$ cat config.mk
export PLATFORM = sky130hd
export DESIGN_NAME = bram_rr_arbiter_flat
export DESIGN_NICKNAME = d
export VERILOG_FILES = /design/src/rtl/bram_rr_arbiter_if.sv /design/src/rtl/bram_rr_arbiter.sv /design/src/flat_wrapper.sv
export SDC_FILE = /design/constraint.sdc
export NUM_CORES = 1
export LEC_CHECK = 0
export ABC_AREA = 1
export CELL_PAD_IN_SITES_DETAIL_PLACEMENT = 1
export CELL_PAD_IN_SITES_GLOBAL_PLACEMENT = 2
export CORE_MARGIN = 10
export CORE_UTILIZATION = 20
export DETAILED_ROUTE_END_ITERATION = 10
export GPL_ROUTABILITY_DRIVEN = 1
export MAX_ROUTING_LAYER = met4
export PLACE_DENSITY = 0.85
export SYNTH_ARGS = -nofsm -noshare
export SYNTH_HDL_FRONTEND = slang
export SYNTH_SLANG_ARGS = --single-unit
$ cat constraint.sdc
create_clock -name clka -period 1.6 [get_ports clka]
set_input_delay 0.32 -clock clka [delete_from_list [all_inputs] [get_ports clka]]
set_output_delay 0.32 -clock clka [all_outputs]
set_load 0.01 [all_outputs]
$ cat src/rtl/bram_rr_arbiter_if.sv
// Request/response and RAM-side signal bundle for bram_rr_arbiter.
// slave = the arbiter; master = the surrounding clients plus the RAM.
interface bram_rr_arbiter_if #(
  parameter int DATA_WIDTH = 8,
  parameter int ADDR_WIDTH = 4
);
  logic                  req0_valid;
  logic                  req0_ready;
  logic                  req0_we;
  logic [ADDR_WIDTH-1:0] req0_addr;
  logic [DATA_WIDTH-1:0] req0_wdata;
  logic                  rsp0_valid;
  logic [DATA_WIDTH-1:0] rsp0_rdata;

  logic                  req1_valid;
  logic                  req1_ready;
  logic                  req1_we;
  logic [ADDR_WIDTH-1:0] req1_addr;
  logic [DATA_WIDTH-1:0] req1_wdata;
  logic                  rsp1_valid;
  logic [DATA_WIDTH-1:0] rsp1_rdata;

  logic                  bram_ena;
  logic                  bram_wea;
  logic [ADDR_WIDTH-1:0] bram_addra;
  logic [DATA_WIDTH-1:0] bram_dina;
  logic [DATA_WIDTH-1:0] bram_douta;

  logic                  init_done;

  modport slave (
    input  req0_valid, req0_we, req0_addr, req0_wdata,
    input  req1_valid, req1_we, req1_addr, req1_wdata,
    input  bram_douta,
    output req0_ready, rsp0_valid, rsp0_rdata,
    output req1_ready, rsp1_valid, rsp1_rdata,
    output bram_ena, bram_wea, bram_addra, bram_dina,
    output init_done
  );

  modport master (
    output req0_valid, req0_we, req0_addr, req0_wdata,
    output req1_valid, req1_we, req1_addr, req1_wdata,
    output bram_douta,
    input  req0_ready, rsp0_valid, rsp0_rdata,
    input  req1_ready, rsp1_valid, rsp1_rdata,
    input  bram_ena, bram_wea, bram_addra, bram_dina,
    input  init_done
  );
endinterface

$ cat src/rtl/bram_rr_arbiter.sv
// Two-client round-robin front end for a single-port block RAM.
// Zero-fills the RAM after reset, then grants one access per cycle and
// steers read data back to its owner after the RAM read latency.
module bram_rr_arbiter #(
  parameter int                  DATA_WIDTH   = 8,
  parameter int                  ADDR_WIDTH   = 4,
  parameter int                  READ_LATENCY = 1,
  parameter int                  INIT_EN      = 1,
  parameter logic [DATA_WIDTH-1:0] INIT_VALUE = '0
) (
  input  logic               clka,
  input  logic               rsta,
  bram_rr_arbiter_if.slave   bus
);

  typedef enum logic [1:0] {IDLE = 2'd0, INIT = 2'd1, RUN = 2'd2} state_t;

  localparam logic [ADDR_WIDTH-1:0] FILL_LAST = '1;

  state_t                  state, state_nxt;
  logic [ADDR_WIDTH-1:0]   fill_cnt;
  logic                    prio;
  logic                    gnt0, gnt1;
  logic                    rd_now, own_now;
  // stage i holds the read issued i cycles ago; the top stage meets douta
  logic [READ_LATENCY:1]   vld_pipe, own_pipe;
  logic [DATA_WIDTH-1:0]   rdata0_q, rdata1_q;

  // state register; reset always lands in IDLE
  always_ff @(posedge clka or posedge rsta) begin
    if (rsta) state <= IDLE;
    else      state <= state_nxt;
  end

  // next state, arbitration and RAM port drive
  always_comb begin
    state_nxt      = state;
    gnt0           = 1'b0;
    gnt1           = 1'b0;
    bus.bram_ena   = 1'b0;
    bus.bram_wea   = 1'b0;
    bus.bram_addra = '0;
    bus.bram_dina  = '0;
    case (state)
      IDLE: state_nxt = (INIT_EN != 0) ? INIT : RUN;
      INIT: begin
        bus.bram_ena   = 1'b1;
        bus.bram_wea   = 1'b1;
        bus.bram_addra = fill_cnt;
        bus.bram_dina  = INIT_VALUE;
        if (fill_cnt == FILL_LAST) state_nxt = RUN;
      end
      RUN: begin
        // a lone requester always wins; a tie goes to whoever prio names
        gnt0 = bus.req0_valid & (~bus.req1_valid | ~prio);
        gnt1 = bus.req1_valid & (~bus.req0_valid |  prio);
        if (gnt0) begin
          bus.bram_ena   = 1'b1;
          bus.bram_wea   = bus.req0_we;
          bus.bram_addra = bus.req0_addr;
          bus.bram_dina  = bus.req0_wdata;
        end else if (gnt1) begin
          bus.bram_ena   = 1'b1;
          bus.bram_wea   = bus.req1_we;
          bus.bram_addra = bus.req1_addr;
          bus.bram_dina  = bus.req1_wdata;
        end
      end
      default: state_nxt = IDLE;
    endcase
  end

  assign bus.req0_ready = gnt0;
  assign bus.req1_ready = gnt1;
  assign bus.init_done  = (state == RUN);

  assign rd_now  = (gnt0 & ~bus.req0_we) | (gnt1 & ~bus.req1_we);
  assign own_now = gnt1;

  // fill address walks 0..depth-1 while in INIT, parked at 0 otherwise
  always_ff @(posedge clka or posedge rsta) begin
    if (rsta)                fill_cnt <= '0;
    else if (state == INIT)  fill_cnt <= fill_cnt + 1'b1;
    else                     fill_cnt <= '0;
  end

  // the tie priority flips to the loser of each grant
  always_ff @(posedge clka or posedge rsta) begin
    if (rsta)      prio <= 1'b0;
    else if (gnt0) prio <= 1'b1;
    else if (gnt1) prio <= 1'b0;
  end

  // read-tracking shift pipe; reset drops any reads in flight
  always_ff @(posedge clka or posedge rsta) begin
    if (rsta) begin
      vld_pipe <= '0;
      own_pipe <= '0;
    end else begin
      vld_pipe[1] <= rd_now;
      own_pipe[1] <= own_now;
      for (int i = 2; i <= READ_LATENCY; i++) begin
        vld_pipe[i] <= vld_pipe[i-1];
        own_pipe[i] <= own_pipe[i-1];
      end
    end
  end

  assign bus.rsp0_valid = vld_pipe[READ_LATENCY] & ~own_pipe[READ_LATENCY];
  assign bus.rsp1_valid = vld_pipe[READ_LATENCY] &  own_pipe[READ_LATENCY];

  // keep the last delivered word per requester so rdata holds between pulses
  always_ff @(posedge clka or posedge rsta) begin
    if (rsta) begin
      rdata0_q <= '0;
      rdata1_q <= '0;
    end else begin
      if (bus.rsp0_valid) rdata0_q <= bus.bram_douta;
      if (bus.rsp1_valid) rdata1_q <= bus.bram_douta;
    end
  end

  assign bus.rsp0_rdata = bus.rsp0_valid ? bus.bram_douta : rdata0_q;
  assign bus.rsp1_rdata = bus.rsp1_valid ? bus.bram_douta : rdata1_q;

endmodule

$ cat src/flat_wrapper.sv
// flat-port wrapper written by rule: the top's interface ports become plain ports
module bram_rr_arbiter_flat 
#(
  parameter int                  DATA_WIDTH   = 8,
  parameter int                  ADDR_WIDTH   = 4,
  parameter int                  READ_LATENCY = 1,
  parameter int                  INIT_EN      = 1,
  parameter logic [DATA_WIDTH-1:0] INIT_VALUE = '0
)
  (clka, rsta, bus_req0_valid, bus_req0_we, bus_req0_addr, bus_req0_wdata, bus_req1_valid, bus_req1_we, bus_req1_addr, bus_req1_wdata, bus_bram_douta, bus_req0_ready, bus_rsp0_valid, bus_rsp0_rdata, bus_req1_ready, bus_rsp1_valid, bus_rsp1_rdata, bus_bram_ena, bus_bram_wea, bus_bram_addra, bus_bram_dina, bus_init_done);
  bram_rr_arbiter_if #(.DATA_WIDTH(DATA_WIDTH), .ADDR_WIDTH(ADDR_WIDTH)) bus_i ();
  input  logic clka;
  input  logic rsta;
  input wire logic [$bits(bus_i.req0_valid)-1:0] bus_req0_valid;
  input wire logic [$bits(bus_i.req0_we)-1:0] bus_req0_we;
  input wire logic [$bits(bus_i.req0_addr)-1:0] bus_req0_addr;
  input wire logic [$bits(bus_i.req0_wdata)-1:0] bus_req0_wdata;
  input wire logic [$bits(bus_i.req1_valid)-1:0] bus_req1_valid;
  input wire logic [$bits(bus_i.req1_we)-1:0] bus_req1_we;
  input wire logic [$bits(bus_i.req1_addr)-1:0] bus_req1_addr;
  input wire logic [$bits(bus_i.req1_wdata)-1:0] bus_req1_wdata;
  input wire logic [$bits(bus_i.bram_douta)-1:0] bus_bram_douta;
  output wire logic [$bits(bus_i.req0_ready)-1:0] bus_req0_ready;
  output wire logic [$bits(bus_i.rsp0_valid)-1:0] bus_rsp0_valid;
  output wire logic [$bits(bus_i.rsp0_rdata)-1:0] bus_rsp0_rdata;
  output wire logic [$bits(bus_i.req1_ready)-1:0] bus_req1_ready;
  output wire logic [$bits(bus_i.rsp1_valid)-1:0] bus_rsp1_valid;
  output wire logic [$bits(bus_i.rsp1_rdata)-1:0] bus_rsp1_rdata;
  output wire logic [$bits(bus_i.bram_ena)-1:0] bus_bram_ena;
  output wire logic [$bits(bus_i.bram_wea)-1:0] bus_bram_wea;
  output wire logic [$bits(bus_i.bram_addra)-1:0] bus_bram_addra;
  output wire logic [$bits(bus_i.bram_dina)-1:0] bus_bram_dina;
  output wire logic [$bits(bus_i.init_done)-1:0] bus_init_done;
  assign bus_i.req0_valid = bus_req0_valid;
  assign bus_i.req0_we = bus_req0_we;
  assign bus_i.req0_addr = bus_req0_addr;
  assign bus_i.req0_wdata = bus_req0_wdata;
  assign bus_i.req1_valid = bus_req1_valid;
  assign bus_i.req1_we = bus_req1_we;
  assign bus_i.req1_addr = bus_req1_addr;
  assign bus_i.req1_wdata = bus_req1_wdata;
  assign bus_i.bram_douta = bus_bram_douta;
  assign bus_req0_ready = bus_i.req0_ready;
  assign bus_rsp0_valid = bus_i.rsp0_valid;
  assign bus_rsp0_rdata = bus_i.rsp0_rdata;
  assign bus_req1_ready = bus_i.req1_ready;
  assign bus_rsp1_valid = bus_i.rsp1_valid;
  assign bus_rsp1_rdata = bus_i.rsp1_rdata;
  assign bus_bram_ena = bus_i.bram_ena;
  assign bus_bram_wea = bus_i.bram_wea;
  assign bus_bram_addra = bus_i.bram_addra;
  assign bus_bram_dina = bus_i.bram_dina;
  assign bus_init_done = bus_i.init_done;
  bram_rr_arbiter #(.DATA_WIDTH(DATA_WIDTH), .ADDR_WIDTH(ADDR_WIDTH), .READ_LATENCY(READ_LATENCY), .INIT_EN(INIT_EN), .INIT_VALUE(INIT_VALUE)) u_core (.clka(clka), .rsta(rsta), .bus(bus_i));
endmodule
Yosys cells after proc, flatten, opt, wreduce, memory -nomap -nowiden
Cells that the tools add are included.
{ "totals": {"regBits": 25, "in_bits": 38, "output_inout_bits": 35} }
{ "classes": {"add_sub_neg": 1, "eq_ne": 4, "mux": 21, "bitwise": 16, "n_reduce_logical": 3} }
{ "op_table": {"columns": ["cell", "count"], "rows": [
  ["$mux 8", 5],
  ["$mux 4", 3],
  ["$mux 1", 8],
  ["$pmux 4 s2", 1],
  ["$not 1->1", 7],
  ["$and 1x1->1", 6],
  ["$pmux 2 s3", 1],
  ["$add 4x1->4 const B", 1],
  ["$eq 4x4->1 const B", 1],
  ["$pmux 1 s2", 2],
  ["$or 1x1->1", 3],
  ["$eq 2x1->1 const B", 1],
  ["$eq 2x2->1 const B", 1],
  ["$logic_not 2->1", 1],
  ["$mux 2", 1],
  ["$ne 2x1->1 const B", 1],
  ["$reduce_and 2->1", 1],
  ["$reduce_bool 2->1", 1]
]} }

Longest topological paths before layout
Gate-level depths: netlist of the first run.
{ "logic_depth": {"ltp_word": 6, "mapped_depth": 8} }

Least setup slack after synthesis of the first run
OpenSTA, ideal clock, no wires.
{ "synth_path": {"path_type": "reg-to-output", "startpoint": "reg u_core.state[0]", "endpoint": "out bus_bram_dina[0]", "arrival_ns": 1.325, "slack_ns": -0.045, "path_stages_with_launch": 7, "cell_sequence": "dfrtp_1 > inv_1 > ha_1 > nand2_1 > a21oi_2 > nand2_1 > nand2_1"} }
{ "synth_via": {"elab_chain_len": 2} }
{ "synth_rtl": {"columns": ["item", "line", "source"], "rows": [
  ["start: declaration", "bram_rr_arbiter.sv:20", "state_t state, state_nxt;"],
  ["start signal: assignment", "bram_rr_arbiter.sv:32", "else state <= state_nxt;"],
  ["$eq 2x2->1", null, null],
  ["net bus_init_done", "flat_wrapper.sv:33", "output wire logic [$bits(bus_i.init_done)-1:0] bus_init_done;"],
  ["$mux 8", "bram_rr_arbiter.sv:44", "case (state)"],
  ["end: declaration", "flat_wrapper.sv:32", "output wire logic [$bits(bus_i.bram_dina)-1:0] bus_bram_dina;"]
]} }
The timed path passes the listed nets, and every way through them passes these cells.

Worst setup path after layout of the first run
{ "layout_path": {"startpoint": "in bus_req1_valid", "endpoint": "out bus_bram_dina[1]"} }
{ "layout_via": {"elab_chain_len": 5, "word_cells_on_any_way": 7} }
{ "layout_rtl": {"columns": ["item", "line", "source"], "rows": [
  ["start: declaration", "flat_wrapper.sv:18", "input wire logic [$bits(bus_i.req1_valid)-1:0] bus_req1_valid;"],
  ["$not 1->1", "bram_rr_arbiter.sv:55", "gnt0 = bus.req0_valid & (~bus.req1_valid | ~prio);"],
  ["$or 1x1->1", "bram_rr_arbiter.sv:55", null],
  ["$and 1x1->1", "bram_rr_arbiter.sv:55", null],
  ["$mux 8 *", "bram_rr_arbiter.sv:57", "if (gnt0) begin"],
  ["$mux 8 *", "bram_rr_arbiter.sv:44", null]
]} }
Every way passes the cells marked *; elsewhere a longest branch is shown, timed or not.

==> results.tsv, run 1 <==
metric	value	unit
antenna_found_initial	0	
synth_top_area_share	47.4	%
die_height	101	um
antenna-diode-count	0	
post_synth_fa_ha_maj_area_fraction	3.80	%
postSynthCellCount	168	
cp.arrival	1.59	ns
multiInputGateArea	923	um2
synth_nets	210	
cts_sinks	25	
power.share.combinational	48.0	%
design.die.area	0.0102	mm2
synthFlopType	sky130_fd_sc_hd__dfrtp_1	
drt_iter0_drc	24	
via_count_of_the_first_global_routing_pass	1716	
fin_area	0.00294	mm2
synthXorXnorAreaFrac	0	%
placeableCoreArea	0.00639	mm2
gp_congestion	0.741	
sequentialPowerShare	35.4	%
via_count	1581	
finalMaxSlewViolations	0	
grt_start_max_net_pins	26	
synth_edf_count	0	
muxShareOfSynthArea	0	%
timing.final.setup_violations	28	
totalNegativeSetupSlack	-5.25	ns
cp-start-kind	primary input	
yosysWarningCount	0	
track_usage	10.0	%
fin_hold_ws	0.402	ns
ys_top_cells_by_count	sky130_fd_sc_hd__nand2_1 (60), sky130_fd_sc_hd__inv_1 (26), sky130_fd_sc_hd__dfrtp_1 (25)	
hold_class	in2async	
die_x	101	um
tritoncts_clock_tree	done	
clkLatencyLatePin	0.27	ns
detail_route.first_pass.iterations	2	
synth_top_cells_by_area	sky130_fd_sc_hd__dfrtp_1 (47%), sky130_fd_sc_hd__nand2_1 (17%), sky130_fd_sc_hd__inv_1 (7.4%)	
max_cap_viols	0	
mappedNetlistArea	0.00132	mm2
drt-wirelength-per-cell	14.3	um
rrSetupSlack	0.16	ns
power-per-cell-area	776	mW/mm2
final.setup_skew	0.00289	ns
critical_path_peak_fanout	4	
timing_worst_slew_pin_value	0.330	ns
synth-compound-area-share	12.2	%
synth-simple-area-share	25.4	%
critical_path.endpoint_type	output port	
clock_path_buffers	2	
rr_startpoint	u_core.state[0]	
cts_root_buf	sky130_fd_sc_hd__clkbuf_8	
syn2layout_area_growth	123	%
place.port_buffers	72	
vdd_ir_drop_max	0.460	mV
drcViolationCount	0	
rsz0062_at_grt	true	
ant_nets	0	
cts-buffers-inserted	3	
clock.fmax	523	MHz
failed_checks	negative setup slack	
placed_cell_area	0.00233	mm2
async_flop_share	100	%
pwr-share-clk	16.6	%
static-leakage-power	1.47	nW
setup.worst_path.class	in2out	
fin_crit	1.91	ns
synth.most_common_cell	sky130_fd_sc_hd__nand2_1	
yosys.cell_types.count	18	
postSynthAreaPerCell	7.85	um2
global_route.overflow_total	0	
post-synth-top-area-cell	sky130_fd_sc_hd__dfrtp_1	
largest_family_of_logic_cells_by_synthesized_area	simple AND/OR/NAND/NOR gates	
dpl.hpwl	3.79	mm
setup.worst_path.start	bus_req1_valid	
slew_headroom	78.0	%
final_layout_size_suffix_gt1_share	54.6	%
layout.area.seq	627	um2
total_switching_power	752	uW
finalHoldViolCount	0	
post-route-period-util	120	%
num_io_pins	73	
cts-htree-levels	1	
std_cell_rows	29	
totalWireLength	5.28	mm
grt_first_pass_wirelength	8.14	mm
cp.required	1.28	ns
outcome	complete, but fails checks	
path_clk_slew	0.09	ns
synth.ff_latch_count	25	
synth_seq_area_share	47.4	%
fin_nets	334	
sw_frac_of_total	33.0	%
cellInternalPower	1.53	mW
fill_cell_instance_count_of_the_final_layout	736	
vias_per_cell	4.30	
initial_core_util	20.7	%
final_critical_path_setup_slack	-0.313	ns
registers in the layout, summed over array words and instances, names as in the netlist:
| name | flops |
|---|---|
| u_core.vld_pipe | 1 |
| u_core.fill_cnt | 4 |
| u_core.state | 2 |
| u_core.prio | 1 |
| u_core.rdata1_q | 8 |
| u_core.rdata0_q | 8 |
| u_core.own_pipe | 1 |
through the flow:
step / util [%] / power [mW] / setup slack, ns / instances
3_3_place_gp: 36.4 / 1.56 / -0.646 / 340
6_report: 46.0 / 2.28 / -0.313 / 368
2_1_floorplan: - / 1.07 / 0.0429 / 168
4_1_cts: 39.7 / 1.98 / -0.312 / 357
5_1_grt: 46.0 / 2.43 / -0.380 / 368
3_5_place_dp: 36.4 / 1.58 / -0.672 / 340
cell usage in the layout, fill, tap and decap left out, drive strengths merged, types with 2 or more instances in the layout:
master          n
buf            82
nand2          61
clkdlybuf4s50  37
inv            27
dfrtp          25
o21ai          19
nand3          18
a21oi           5
clkbuf          5
ha              4
nor2            2
clkinv          2
layer usage:
layer | wire length [um] | vias to the layer above | GRT usage (%) | part of all wire (%)
met3 | 277 | 4 | 2.04 | 5.3
li1 | - | 774 | - | -
met5 | 0 | - | - | 0
met4 | 53 | 0 | 3.22 | 1.0
met1 | 2190 | 763 | 11.5 | 42
met2 | 2750 | 40 | 17.1 | 52
cell type report:
type	instances	area share (%)
Sequential cell	25	21.4
Timing Repair Buffer	121	38.1
Clock inverter	1	0.171
Multi-Input combinational cell	112	31.5
Timing Repair inverter	1	0.256
Inverter	28	3.92
Tap cell	77	3.28
Clock buffer	3	1.41
power groups by stage:
stage,Combinational (mW),Sequential [mW],Clock (mW)
after CTS,0.817,0.766,0.401
after detailed placement,0.800,0.776,0
after global placement,0.785,0.770,0
after global routing,1.19,0.816,0.426
after floorplan,0.308,0.766,0
final,1.09,0.805,0.379
path summary, 6_finish.rpt:
| kind | to | cells past startpoint |
|---|---|---|
| min | u_core.rdata0_q[7] | 3 |
| max in group asynchronous | u_core.vld_pipe | 3 |
| max | bus_bram_dina[1] | 8 |
| max reg2reg | u_core.vld_pipe | 8 |
| min reg2reg | u_core.rdata0_q[2] | 2 |
| min in group clka | u_core.rdata0_q[2] | 2 |
cells by family after synthesis:
family                     count (synthesis)
DFF                                       25
buffers and inverters                     32
and+or+nand+nor                           82
adders and majority gates                  4
AOI/OAI and AO/OA                         25
worst max-delay path: stages:
cell and delay (ns):
sky130_fd_sc_hd__clkdlybuf4s50_1 0.53, sky130_fd_sc_hd__nand2_1 0.13, sky130_fd_sc_hd__nand2_4 0.12, sky130_fd_sc_hd__clkinvlp_4 0.12, sky130_fd_sc_hd__buf_4 0.15, sky130_fd_sc_hd__nand2_1 0.04
sky130_fd_sc_hd__nand2_1 0.05, sky130_fd_sc_hd__buf_2 0.14
repair_timing:
action	in CTS	in global routing
hold buffers	0	0
resized for setup	189	77
pin swaps	21	5
gates cloned	3	1
endpoints found under the setup margin	35	34
setup buffers	10	11
Note: power is estimated with default switching activity, not from simulation.
==> run 2: changes to the inputs <==
--- a/config.mk
+++ b/config.mk
@@ -10,6 +10,7 @@
 export CELL_PAD_IN_SITES_GLOBAL_PLACEMENT = 2
 export CORE_MARGIN = 10
 export CORE_UTILIZATION = 20
+export CTS_CLUSTER_DIAMETER = 120
 export DETAILED_ROUTE_END_ITERATION = 10
 export GPL_ROUTABILITY_DRIVEN = 1
 export MAX_ROUTING_LAYER = met4
==> results of run 2 <==
Same layout as run 1: the final DEF is identical, and so are final timing and power.
